`src/rtl/hasti_slave_mux_rr_if.sv`:
```
`default_nettype none
// ============================================================================
// Module   : hasti_slave_mux_rr_if
// Brief    : Bus bundle for the N-port HASTI slave-side mux: upstream ins_*
//            vectors (port i at [i*W +: W]) and the single downstream out_* port.
// Revision : 1.0 - initial release
// ============================================================================
interface hasti_slave_mux_rr_if #(
    parameter int N_PORTS = 3,
    parameter int ADDR_W  = 32,
    parameter int DATA_W  = 32
);
    logic [N_PORTS*ADDR_W-1:0] ins_haddr;
    logic [N_PORTS-1:0]        ins_hwrite;
    logic [N_PORTS*3-1:0]      ins_hsize;
    logic [N_PORTS*3-1:0]      ins_hburst;
    logic [N_PORTS*4-1:0]      ins_hprot;
    logic [N_PORTS*2-1:0]      ins_htrans;
    logic [N_PORTS-1:0]        ins_hmastlock;
    logic [N_PORTS*DATA_W-1:0] ins_hwdata;
    logic [N_PORTS-1:0]        ins_hsel;
    logic [N_PORTS-1:0]        ins_hreadyin;
    logic [N_PORTS*DATA_W-1:0] ins_hrdata;
    logic [N_PORTS-1:0]        ins_hreadyout;
    logic [N_PORTS-1:0]        ins_hresp;

    logic [ADDR_W-1:0]         out_haddr;
    logic                      out_hwrite;
    logic [2:0]                out_hsize;
    logic [2:0]                out_hburst;
    logic [3:0]                out_hprot;
    logic [1:0]                out_htrans;
    logic                      out_hmastlock;
    logic [DATA_W-1:0]         out_hwdata;
    logic                      out_hsel;
    logic                      out_hreadyin;
    logic [DATA_W-1:0]         out_hrdata;
    logic                      out_hreadyout;
    logic                      out_hresp;

    // The mux itself: slave to the upstream masters, driver of the downstream slave.
    modport slave (
        input  ins_haddr, ins_hwrite, ins_hsize, ins_hburst, ins_hprot, ins_htrans,
        input  ins_hmastlock, ins_hwdata, ins_hsel, ins_hreadyin,
        output ins_hrdata, ins_hreadyout, ins_hresp,
        output out_haddr, out_hwrite, out_hsize, out_hburst, out_hprot, out_htrans,
        output out_hmastlock, out_hwdata, out_hsel, out_hreadyin,
        input  out_hrdata, out_hreadyout, out_hresp
    );

    // The surrounding environment: upstream masters plus the downstream slave.
    modport master (
        output ins_haddr, ins_hwrite, ins_hsize, ins_hburst, ins_hprot, ins_htrans,
        output ins_hmastlock, ins_hwdata, ins_hsel, ins_hreadyin,
        input  ins_hrdata, ins_hreadyout, ins_hresp,
        input  out_haddr, out_hwrite, out_hsize, out_hburst, out_hprot, out_htrans,
        input  out_hmastlock, out_hwdata, out_hsel, out_hreadyin,
        output out_hrdata, out_hreadyout, out_hresp
    );
endinterface
`default_nettype wire

```
`src/rtl/hasti_slave_mux_rr.sv`:
```
`default_nettype none
// ============================================================================
// Module   : hasti_slave_mux_rr
// Brief    : N-port AHB-Lite slave-side mux, round-robin arbitration with
//            per-port capture of stalled address phases. Define
//            HASTI_MUX_LOCK_EN to honour hmastlock in arbitration.
// Revision : 1.0 - initial release
// ============================================================================
module hasti_slave_mux_rr #(
    parameter int N_PORTS = 3,
    parameter int ADDR_W  = 32,
    parameter int DATA_W  = 32
) (
    input  wire logic            clk,
    input  wire logic            reset,
    hasti_slave_mux_rr_if.slave  bus
);
    localparam int c_IDX_W = (N_PORTS > 1) ? $clog2(N_PORTS) : 1;

    logic                 w_ready;
    logic [N_PORTS-1:0]   w_live;
    logic [N_PORTS-1:0]   w_req;
    logic [N_PORTS-1:0]   w_req_arb;
    logic [N_PORTS-1:0]   w_addr_gnt;
    logic                 w_arb_found;
    logic [c_IDX_W-1:0]   w_arb_idx;
    logic [c_IDX_W-1:0]   w_scan_idx;
    logic                 w_gnt_valid;
    logic [c_IDX_W-1:0]   w_gnt_idx;
    logic                 w_rr_freeze;

    logic [N_PORTS-1:0]   r_pend;
    logic [N_PORTS-1:0]   r_data_gnt;
    logic [c_IDX_W-1:0]   r_rr_ptr;
    logic                 r_hold_valid;
    logic [c_IDX_W-1:0]   r_hold_idx;

    logic [ADDR_W-1:0]    r_haddr     [N_PORTS];
    logic                 r_hwrite    [N_PORTS];
    logic [2:0]           r_hsize     [N_PORTS];
    logic [2:0]           r_hburst    [N_PORTS];
    logic [3:0]           r_hprot     [N_PORTS];
    logic [1:0]           r_htrans    [N_PORTS];
    logic                 r_hmastlock [N_PORTS];

    assign w_ready          = bus.out_hreadyout;
    assign bus.out_hreadyin = bus.out_hreadyout;
    assign w_live           = bus.ins_hsel & bus.ins_hreadyin;
    assign w_req            = w_live | r_pend;

`ifdef HASTI_MUX_LOCK_EN
    logic                 r_lock_valid;
    logic [c_IDX_W-1:0]   r_lock_owner;
    logic [N_PORTS-1:0]   w_owner_mask;

    always_comb begin
        w_owner_mask               = '0;
        w_owner_mask[r_lock_owner] = 1'b1;
    end

    assign w_req_arb   = r_lock_valid ? (w_req & w_owner_mask) : w_req;
    assign w_rr_freeze = r_lock_valid;

    // An accepted transfer re-arms or releases the lock from its own hmastlock.
    always_ff @(posedge clk) begin
        if (reset) begin
            r_lock_valid <= 1'b0;
            r_lock_owner <= '0;
        end else if (r_lock_valid && !w_req[r_lock_owner]) begin
            r_lock_valid <= 1'b0;
        end else if (w_ready && w_gnt_valid) begin
            r_lock_valid <= bus.out_hmastlock;
            r_lock_owner <= w_gnt_idx;
        end
    end
`else
    assign w_req_arb   = w_req;
    assign w_rr_freeze = 1'b0;
`endif

    // Round-robin scan starting just after the last granted port.
    always_comb begin
        w_arb_found = 1'b0;
        w_arb_idx   = '0;
        w_scan_idx  = '0;
        for (int k = 1; k <= N_PORTS; k++) begin
            w_scan_idx = c_IDX_W'((int'(r_rr_ptr) + k) % N_PORTS);
            if (!w_arb_found && w_req_arb[w_scan_idx]) begin
                w_arb_found = 1'b1;
                w_arb_idx   = w_scan_idx;
            end
        end
    end

    // A stalled downstream address phase keeps its owner until accepted.
    assign w_gnt_valid = r_hold_valid | w_arb_found;
    assign w_gnt_idx   = r_hold_valid ? r_hold_idx : w_arb_idx;

    always_comb begin
        w_addr_gnt = '0;
        if (w_gnt_valid) begin
            w_addr_gnt[w_gnt_idx] = 1'b1;
        end
    end

    always_comb begin
        bus.out_haddr     = '0;
        bus.out_hwrite    = 1'b0;
        bus.out_hsize     = '0;
        bus.out_hburst    = '0;
        bus.out_hprot     = '0;
        bus.out_htrans    = '0;
        bus.out_hmastlock = 1'b0;
        for (int i = 0; i < N_PORTS; i++) begin
            if (w_addr_gnt[i]) begin
                if (r_pend[i]) begin
                    bus.out_haddr     = r_haddr[i];
                    bus.out_hwrite    = r_hwrite[i];
                    bus.out_hsize     = r_hsize[i];
                    bus.out_hburst    = r_hburst[i];
                    bus.out_hprot     = r_hprot[i];
                    bus.out_htrans    = r_htrans[i];
                    bus.out_hmastlock = r_hmastlock[i];
                end else begin
                    bus.out_haddr     = bus.ins_haddr[i*ADDR_W +: ADDR_W];
                    bus.out_hwrite    = bus.ins_hwrite[i];
                    bus.out_hsize     = bus.ins_hsize[i*3 +: 3];
                    bus.out_hburst    = bus.ins_hburst[i*3 +: 3];
                    bus.out_hprot     = bus.ins_hprot[i*4 +: 4];
                    bus.out_htrans    = bus.ins_htrans[i*2 +: 2];
                    bus.out_hmastlock = bus.ins_hmastlock[i];
                end
            end
        end
    end
    assign bus.out_hsel = |w_addr_gnt;

    always_comb begin
        bus.out_hwdata    = '0;
        bus.ins_hrdata    = '0;
        bus.ins_hresp     = '0;
        bus.ins_hreadyout = '0;
        for (int i = 0; i < N_PORTS; i++) begin
            bus.out_hwdata = bus.out_hwdata
                           | (bus.ins_hwdata[i*DATA_W +: DATA_W] & {DATA_W{r_data_gnt[i]}});
            bus.ins_hrdata[i*DATA_W +: DATA_W] = r_data_gnt[i] ? bus.out_hrdata : '0;
            bus.ins_hresp[i]     = r_data_gnt[i] & bus.out_hresp;
            // A captured port stays stalled until its own data phase begins.
            bus.ins_hreadyout[i] = w_ready & (~r_pend[i] | r_data_gnt[i]);
        end
    end

    always_ff @(posedge clk) begin
        if (reset) begin
            r_pend       <= '0;
            r_data_gnt   <= '0;
            r_rr_ptr     <= c_IDX_W'(N_PORTS - 1);
            r_hold_valid <= 1'b0;
            r_hold_idx   <= '0;
            for (int i = 0; i < N_PORTS; i++) begin
                r_haddr[i]     <= '0;
                r_hwrite[i]    <= 1'b0;
                r_hsize[i]     <= '0;
                r_hburst[i]    <= '0;
                r_hprot[i]     <= '0;
                r_htrans[i]    <= '0;
                r_hmastlock[i] <= 1'b0;
            end
        end else begin
            r_hold_valid <= !w_ready && w_gnt_valid;
            r_hold_idx   <= w_gnt_idx;
            if (w_ready) begin
                r_data_gnt <= w_addr_gnt;
            end
            if (w_ready && w_gnt_valid && !w_rr_freeze) begin
                r_rr_ptr <= w_gnt_idx;
            end
            for (int i = 0; i < N_PORTS; i++) begin
                if (w_ready) begin
                    if (w_addr_gnt[i]) begin
                        r_pend[i] <= 1'b0;
                    end else if (w_live[i] && !r_pend[i]) begin
                        r_pend[i]      <= 1'b1;
                        r_haddr[i]     <= bus.ins_haddr[i*ADDR_W +: ADDR_W];
                        r_hwrite[i]    <= bus.ins_hwrite[i];
                        r_hsize[i]     <= bus.ins_hsize[i*3 +: 3];
                        r_hburst[i]    <= bus.ins_hburst[i*3 +: 3];
                        r_hprot[i]     <= bus.ins_hprot[i*4 +: 4];
                        r_htrans[i]    <= bus.ins_htrans[i*2 +: 2];
                        r_hmastlock[i] <= bus.ins_hmastlock[i];
                    end
                end
            end
        end
    end
endmodule
`default_nettype wire

```
`src/flat_wrapper.sv`:
```
// flat-port wrapper written by rule: the top's interface ports become plain ports
module hasti_slave_mux_rr_flat 
#(
    parameter int N_PORTS = 3,
    parameter int ADDR_W  = 32,
    parameter int DATA_W  = 32
)
  (clk, reset, bus_ins_haddr, bus_ins_hwrite, bus_ins_hsize, bus_ins_hburst, bus_ins_hprot, bus_ins_htrans, bus_ins_hmastlock, bus_ins_hwdata, bus_ins_hsel, bus_ins_hreadyin, bus_ins_hrdata, bus_ins_hreadyout, bus_ins_hresp, bus_out_haddr, bus_out_hwrite, bus_out_hsize, bus_out_hburst, bus_out_hprot, bus_out_htrans, bus_out_hmastlock, bus_out_hwdata, bus_out_hsel, bus_out_hreadyin, bus_out_hrdata, bus_out_hreadyout, bus_out_hresp);
  hasti_slave_mux_rr_if #(.N_PORTS(N_PORTS), .ADDR_W(ADDR_W), .DATA_W(DATA_W)) bus_i ();
  input  wire logic clk;
  input  wire logic reset;
  input wire logic [$bits(bus_i.ins_haddr)-1:0] bus_ins_haddr;
  input wire logic [$bits(bus_i.ins_hwrite)-1:0] bus_ins_hwrite;
  input wire logic [$bits(bus_i.ins_hsize)-1:0] bus_ins_hsize;
  input wire logic [$bits(bus_i.ins_hburst)-1:0] bus_ins_hburst;
  input wire logic [$bits(bus_i.ins_hprot)-1:0] bus_ins_hprot;
  input wire logic [$bits(bus_i.ins_htrans)-1:0] bus_ins_htrans;
  input wire logic [$bits(bus_i.ins_hmastlock)-1:0] bus_ins_hmastlock;
  input wire logic [$bits(bus_i.ins_hwdata)-1:0] bus_ins_hwdata;
  input wire logic [$bits(bus_i.ins_hsel)-1:0] bus_ins_hsel;
  input wire logic [$bits(bus_i.ins_hreadyin)-1:0] bus_ins_hreadyin;
  output wire logic [$bits(bus_i.ins_hrdata)-1:0] bus_ins_hrdata;
  output wire logic [$bits(bus_i.ins_hreadyout)-1:0] bus_ins_hreadyout;
  output wire logic [$bits(bus_i.ins_hresp)-1:0] bus_ins_hresp;
  output wire logic [$bits(bus_i.out_haddr)-1:0] bus_out_haddr;
  output wire logic [$bits(bus_i.out_hwrite)-1:0] bus_out_hwrite;
  output wire logic [$bits(bus_i.out_hsize)-1:0] bus_out_hsize;
  output wire logic [$bits(bus_i.out_hburst)-1:0] bus_out_hburst;
  output wire logic [$bits(bus_i.out_hprot)-1:0] bus_out_hprot;
  output wire logic [$bits(bus_i.out_htrans)-1:0] bus_out_htrans;
  output wire logic [$bits(bus_i.out_hmastlock)-1:0] bus_out_hmastlock;
  output wire logic [$bits(bus_i.out_hwdata)-1:0] bus_out_hwdata;
  output wire logic [$bits(bus_i.out_hsel)-1:0] bus_out_hsel;
  output wire logic [$bits(bus_i.out_hreadyin)-1:0] bus_out_hreadyin;
  input wire logic [$bits(bus_i.out_hrdata)-1:0] bus_out_hrdata;
  input wire logic [$bits(bus_i.out_hreadyout)-1:0] bus_out_hreadyout;
  input wire logic [$bits(bus_i.out_hresp)-1:0] bus_out_hresp;
  assign bus_i.ins_haddr = bus_ins_haddr;
  assign bus_i.ins_hwrite = bus_ins_hwrite;
  assign bus_i.ins_hsize = bus_ins_hsize;
  assign bus_i.ins_hburst = bus_ins_hburst;
  assign bus_i.ins_hprot = bus_ins_hprot;
  assign bus_i.ins_htrans = bus_ins_htrans;
  assign bus_i.ins_hmastlock = bus_ins_hmastlock;
  assign bus_i.ins_hwdata = bus_ins_hwdata;
  assign bus_i.ins_hsel = bus_ins_hsel;
  assign bus_i.ins_hreadyin = bus_ins_hreadyin;
  assign bus_ins_hrdata = bus_i.ins_hrdata;
  assign bus_ins_hreadyout = bus_i.ins_hreadyout;
  assign bus_ins_hresp = bus_i.ins_hresp;
  assign bus_out_haddr = bus_i.out_haddr;
  assign bus_out_hwrite = bus_i.out_hwrite;
  assign bus_out_hsize = bus_i.out_hsize;
  assign bus_out_hburst = bus_i.out_hburst;
  assign bus_out_hprot = bus_i.out_hprot;
  assign bus_out_htrans = bus_i.out_htrans;
  assign bus_out_hmastlock = bus_i.out_hmastlock;
  assign bus_out_hwdata = bus_i.out_hwdata;
  assign bus_out_hsel = bus_i.out_hsel;
  assign bus_out_hreadyin = bus_i.out_hreadyin;
  assign bus_i.out_hrdata = bus_out_hrdata;
  assign bus_i.out_hreadyout = bus_out_hreadyout;
  assign bus_i.out_hresp = bus_out_hresp;
  hasti_slave_mux_rr #(.N_PORTS(N_PORTS), .ADDR_W(ADDR_W), .DATA_W(DATA_W)) u_core (.clk(clk), .reset(reset), .bus(bus_i));
endmodule
```
`config.mk`:
```
export PLATFORM = sky130hd
export DESIGN_NAME = hasti_slave_mux_rr_flat
export DESIGN_NICKNAME = d
export VERILOG_FILES = /design/src/rtl/hasti_slave_mux_rr_if.sv /design/src/rtl/hasti_slave_mux_rr.sv /design/src/flat_wrapper.sv
export SDC_FILE = /design/constraint.sdc
export NUM_CORES = 1
export LEC_CHECK = 0
export CAP_MARGIN = 10
export CORE_AREA = 5 5 175 177
export DETAILED_ROUTE_END_ITERATION = 7
export DIE_AREA = 0 0 180 182
export PLACE_DENSITY = 0.7
export SETUP_SLACK_MARGIN = 0.15
export SLEW_MARGIN = 20
export SYNTH_ARGS = -nofsm -noshare
export SYNTH_HDL_FRONTEND = slang
export SYNTH_SLANG_ARGS = --single-unit
```
`constraint.sdc`:
```
create_clock -name clk -period 6.15 [get_ports clk]
set_input_delay 1.23 -clock clk [delete_from_list [all_inputs] [get_ports clk]]
set_output_delay 1.23 -clock clk [all_outputs]
set_load 0.01 [all_outputs]
```
==> impl_metrics.env <==
export IMPL_outcome="complete, no violations"
export IMPL_setup_violations=0
export IMPL_syn_nets=1134
export IMPL_synth_compound_area_frac=0.149
export IMPL_gp_congestion=0.951
export IMPL_period_minus_slack_ns=5.74
export IMPL_fin_util=0.515
export IMPL_clock_latency_ns=0.43
export IMPL_cpMostUsedCell="clkdlybuf4s50_1"
export IMPL_grt_max_degree=139
export IMPL_yosys_top_cells_count="140 x mux2i_1, 138 x edfxtp_1, 138 x nor2b_1"
export IMPL_cts_tree="done"
export IMPL_tritoncts_num_buffers=17
export IMPL_synthMuxAreaShare=0.149
export IMPL_finalHoldViolCount=0
export IMPL_core_area_um2=29100
export IMPL_cpPeakStageDelay_ns=0.62
export IMPL_pre_cts_ws_ns=0.325
export IMPL_hpwl_um=33300
export IMPL_num_rows=63
export IMPL_synth_adder_area_share=0.00532
export IMPL_critPathSlowestCell="clkdlybuf4s50_1"
export IMPL_yosysSeqAreaShare=0.464
export IMPL_period_share=0.933
export IMPL_setup_ws_ns=0.413
export IMPL_grt_ovfl_total=0
export IMPL_grt_pass1_wl_um=61300
export IMPL_synth_top_family_by_area="simple AND/OR/NAND/NOR gates"
export IMPL_crit_path_start_kind="input pin"
export IMPL_initialDrtViolationCount=685
export IMPL_rsz0062_at_grt="false"
export IMPL_worst_path_buf_inv=3
export IMPL_path_clk_slew_ns=0.07
export IMPL_clock_fmax_mhz=174
export IMPL_area_delta_synth_final_pct=59.4
export IMPL_synth_simple_area_share=0.177
export IMPL_drv_slew=0
export IMPL_worstPathMaxFanout=48
export IMPL_portBuffers=457
export IMPL_track_usage=0.252
export IMPL_routedWlPerCell_um=25.8
export IMPL_netlist_instances=854
export IMPL_crit_chain="clkdlybuf4s50_1 -> a21oi_4 -> a21o_1 -> a32oi_1 -> nand3_2 -> or3_2 -> buf_12 -> o221ai_1 -> a21boi_0 -> clkdlybuf4s50_1"
export IMPL_ys_ff_latch=149
export IMPL_crit_type="in -> out"
export IMPL_synth_edf_count=138
export IMPL_synthArstFlopShare=0
export IMPL_cts_root_buffer="clkbuf_16"
export IMPL_fin_tns_setup_ns=0
export IMPL_critPathTopFamily="buffers and inverters"
export IMPL_synth_most_common_cell="mux2i_1"
export IMPL_htree_levels=4
export IMPL_vias=8672
export IMPL_synth_cell_types=50
export IMPL_postRouteAntennaNets=0
export IMPL_fin_nets=1547
export IMPL_critPathRequiredTime_ns=4.92
export IMPL_dieArea_um2=32800
export IMPL_routed_wl_um=43200
export IMPL_grt_pass1_vias=8633
export IMPL_max_slew_margin=0.357
export IMPL_critPathCaptureType="output pin"
export IMPL_clock_sinks=149
export IMPL_die_w_um=180
export IMPL_drive_gt1_frac=0.0508
export IMPL_synth_top_area_share=0.441
export IMPL_post_cts_setup_buffer_count=0
export IMPL_worst_clock_skew_ns=0.0110
export IMPL_synth_area_leaders="edfxtp_1 44%, mux2i_1 15%, nor2b_1 9.2%"
export IMPL_clock_path_buffers=2
export IMPL_max_vdd_ir_drop_mv=0.485
export IMPL_routed_via_density=5.18
export IMPL_tightestPinTransition_ns=0.965
export IMPL_drt_pass1_iterations=8
export IMPL_die_h_um=182
export IMPL_fillers=2577
export IMPL_fin_area_um2=15000
export IMPL_netlist_area_um2=9410
export IMPL_hold_path_class="reg -> reg"
export IMPL_multiInputGateArea_um2=4580
export IMPL_synth_top_area_cell="edfxtp_1"
export IMPL_worstPathArrival_ns=4.51
export IMPL_syn_mean_instance_area_um2=11.0
export IMPL_powerDensity_nw_per_um2=440
export IMPL_synth_xor_area_frac=0
export IMPL_antenna_found_initial=6
export IMPL_ys_flop_type="edfxtp_1"
export IMPL_register_area_um2=4380
export IMPL_start_util=0.323
export IMPL_holdWs_ns=0.573
export IMPL_power_leakage_nw=5.35
export IMPL_dpl_cell_area_um2=14300
export IMPL_yosysWarnings=0
export IMPL_ioPinCount=458
export IMPL_drv_cap=0
export IMPL_route_detailed_drc=0
==> power breakdown <==
group / leakage [nW] / internal, mW / switching (mW) / total, mW
Clock: 0.306 / 0.660 / 0.483 / 1.14
Combinational: 3.51 / 2.02 / 2.02 / 4.05
Sequential: 1.53 / 1.33 / 0.0773 / 1.40
==> flip-flops by register name, indices dropped and copies added, names as in the netlist <==
signal / cells
u_core.r_htrans: 6
u_core.r_data_gnt: 3
u_core.r_rr_ptr: 2
u_core.r_haddr: 96
u_core.r_hmastlock: 3
u_core.r_pend: 3
u_core.r_hprot: 12
u_core.r_hwrite: 3
u_core.r_hold_valid: 1
u_core.r_hold_idx: 2
u_core.r_hsize: 9
u_core.r_hburst: 9
==> cell families after synthesis <==
family	count (synthesis)
AOI/OAI and AO/OA	167
adders and majority gates	4
buffers and inverters	118
DFF	149
muxes	140
and+or+nand+nor	276
==> timing repair <==
action / CTS / global route
hold buffers: 0 / 0
setup endpoints to repair: 0 / 2
gates resized for setup: 0 / 2
==> cell type report <==
type,instances,share of cell area
inverter,41,0.0103
timing repair buffer,471,0.316
sequential,149,0.292
multi-input combinational,587,0.306
clock inverter,15,0.0140
tap,390,0.0326
antenna,3,0.000501
clock buffer,17,0.0284
==> path summary, 6_finish.rpt <==
kind | start | to | slack, ns | depth (start not counted)
worst min-delay path | u_core.r_rr_ptr[0]$_SDFFE_PP0P_ | u_core.r_rr_ptr[0]$_SDFFE_PP0P_ | 0.57 | 2
worst max-delay path | bus_ins_hsel[1] | bus_out_hprot[3] | 0.41 | 10
worst min register to register | u_core.r_rr_ptr[0]$_SDFFE_PP0P_ | u_core.r_rr_ptr[0]$_SDFFE_PP0P_ | 0.57 | 2
worst max register to register | u_core.r_rr_ptr[0]$_SDFFE_PP0P_ | u_core.r_haddr[0][7]$_SDFFCE_PN0P_ | 2.34 | 9
==> tightest hold or removal path: stages, from the launching register on <==
cell and delay, ns:
dfxtp_1 0.35, mux2i_1 0.13, nor2_1 0.05
==> layout by cell type (no fill, tap or decap), types with 4 or more instances in the layout <==
master,n
and2_1,100
clkbuf_16,17
inv_1,41
buf_12,5
nor2b_1,138
nor2_1,15
buf_4,9
clkdlybuf4s50_1,457
inv_8,4
ha_1,4
o221ai_1,46
nand2_1,4
a21boi_1,21
nor3_1,4
a21o_1,6
a222oi_1,32
edfxtp_1,138
inv_6,4
a21oi_1,9
a21boi_0,25
dfxtp_1,5
mux2i_1,140
==> stage by stage <==
step / power, mW / instances
finish: 6.59 / 1673
global placement: 5.41 / 1637
detailed placement: 5.46 / 1638
CTS: 6.63 / 1670
floorplan: 3.37 / 854
global route: 6.92 / 1672
==> routing by layer <==
metal  routed length (um)  up-vias  part of all wire  global-route usage
met1                17800     4270              0.41               0.314
met2                21700      376              0.50               0.439
met5                   27        -           0.00063                   0
met4                  737        4             0.017              0.0570
li1                     -     3987                 -                   -
met3                 2950       35             0.068              0.0691
Power figures use the tool's default switching activity.
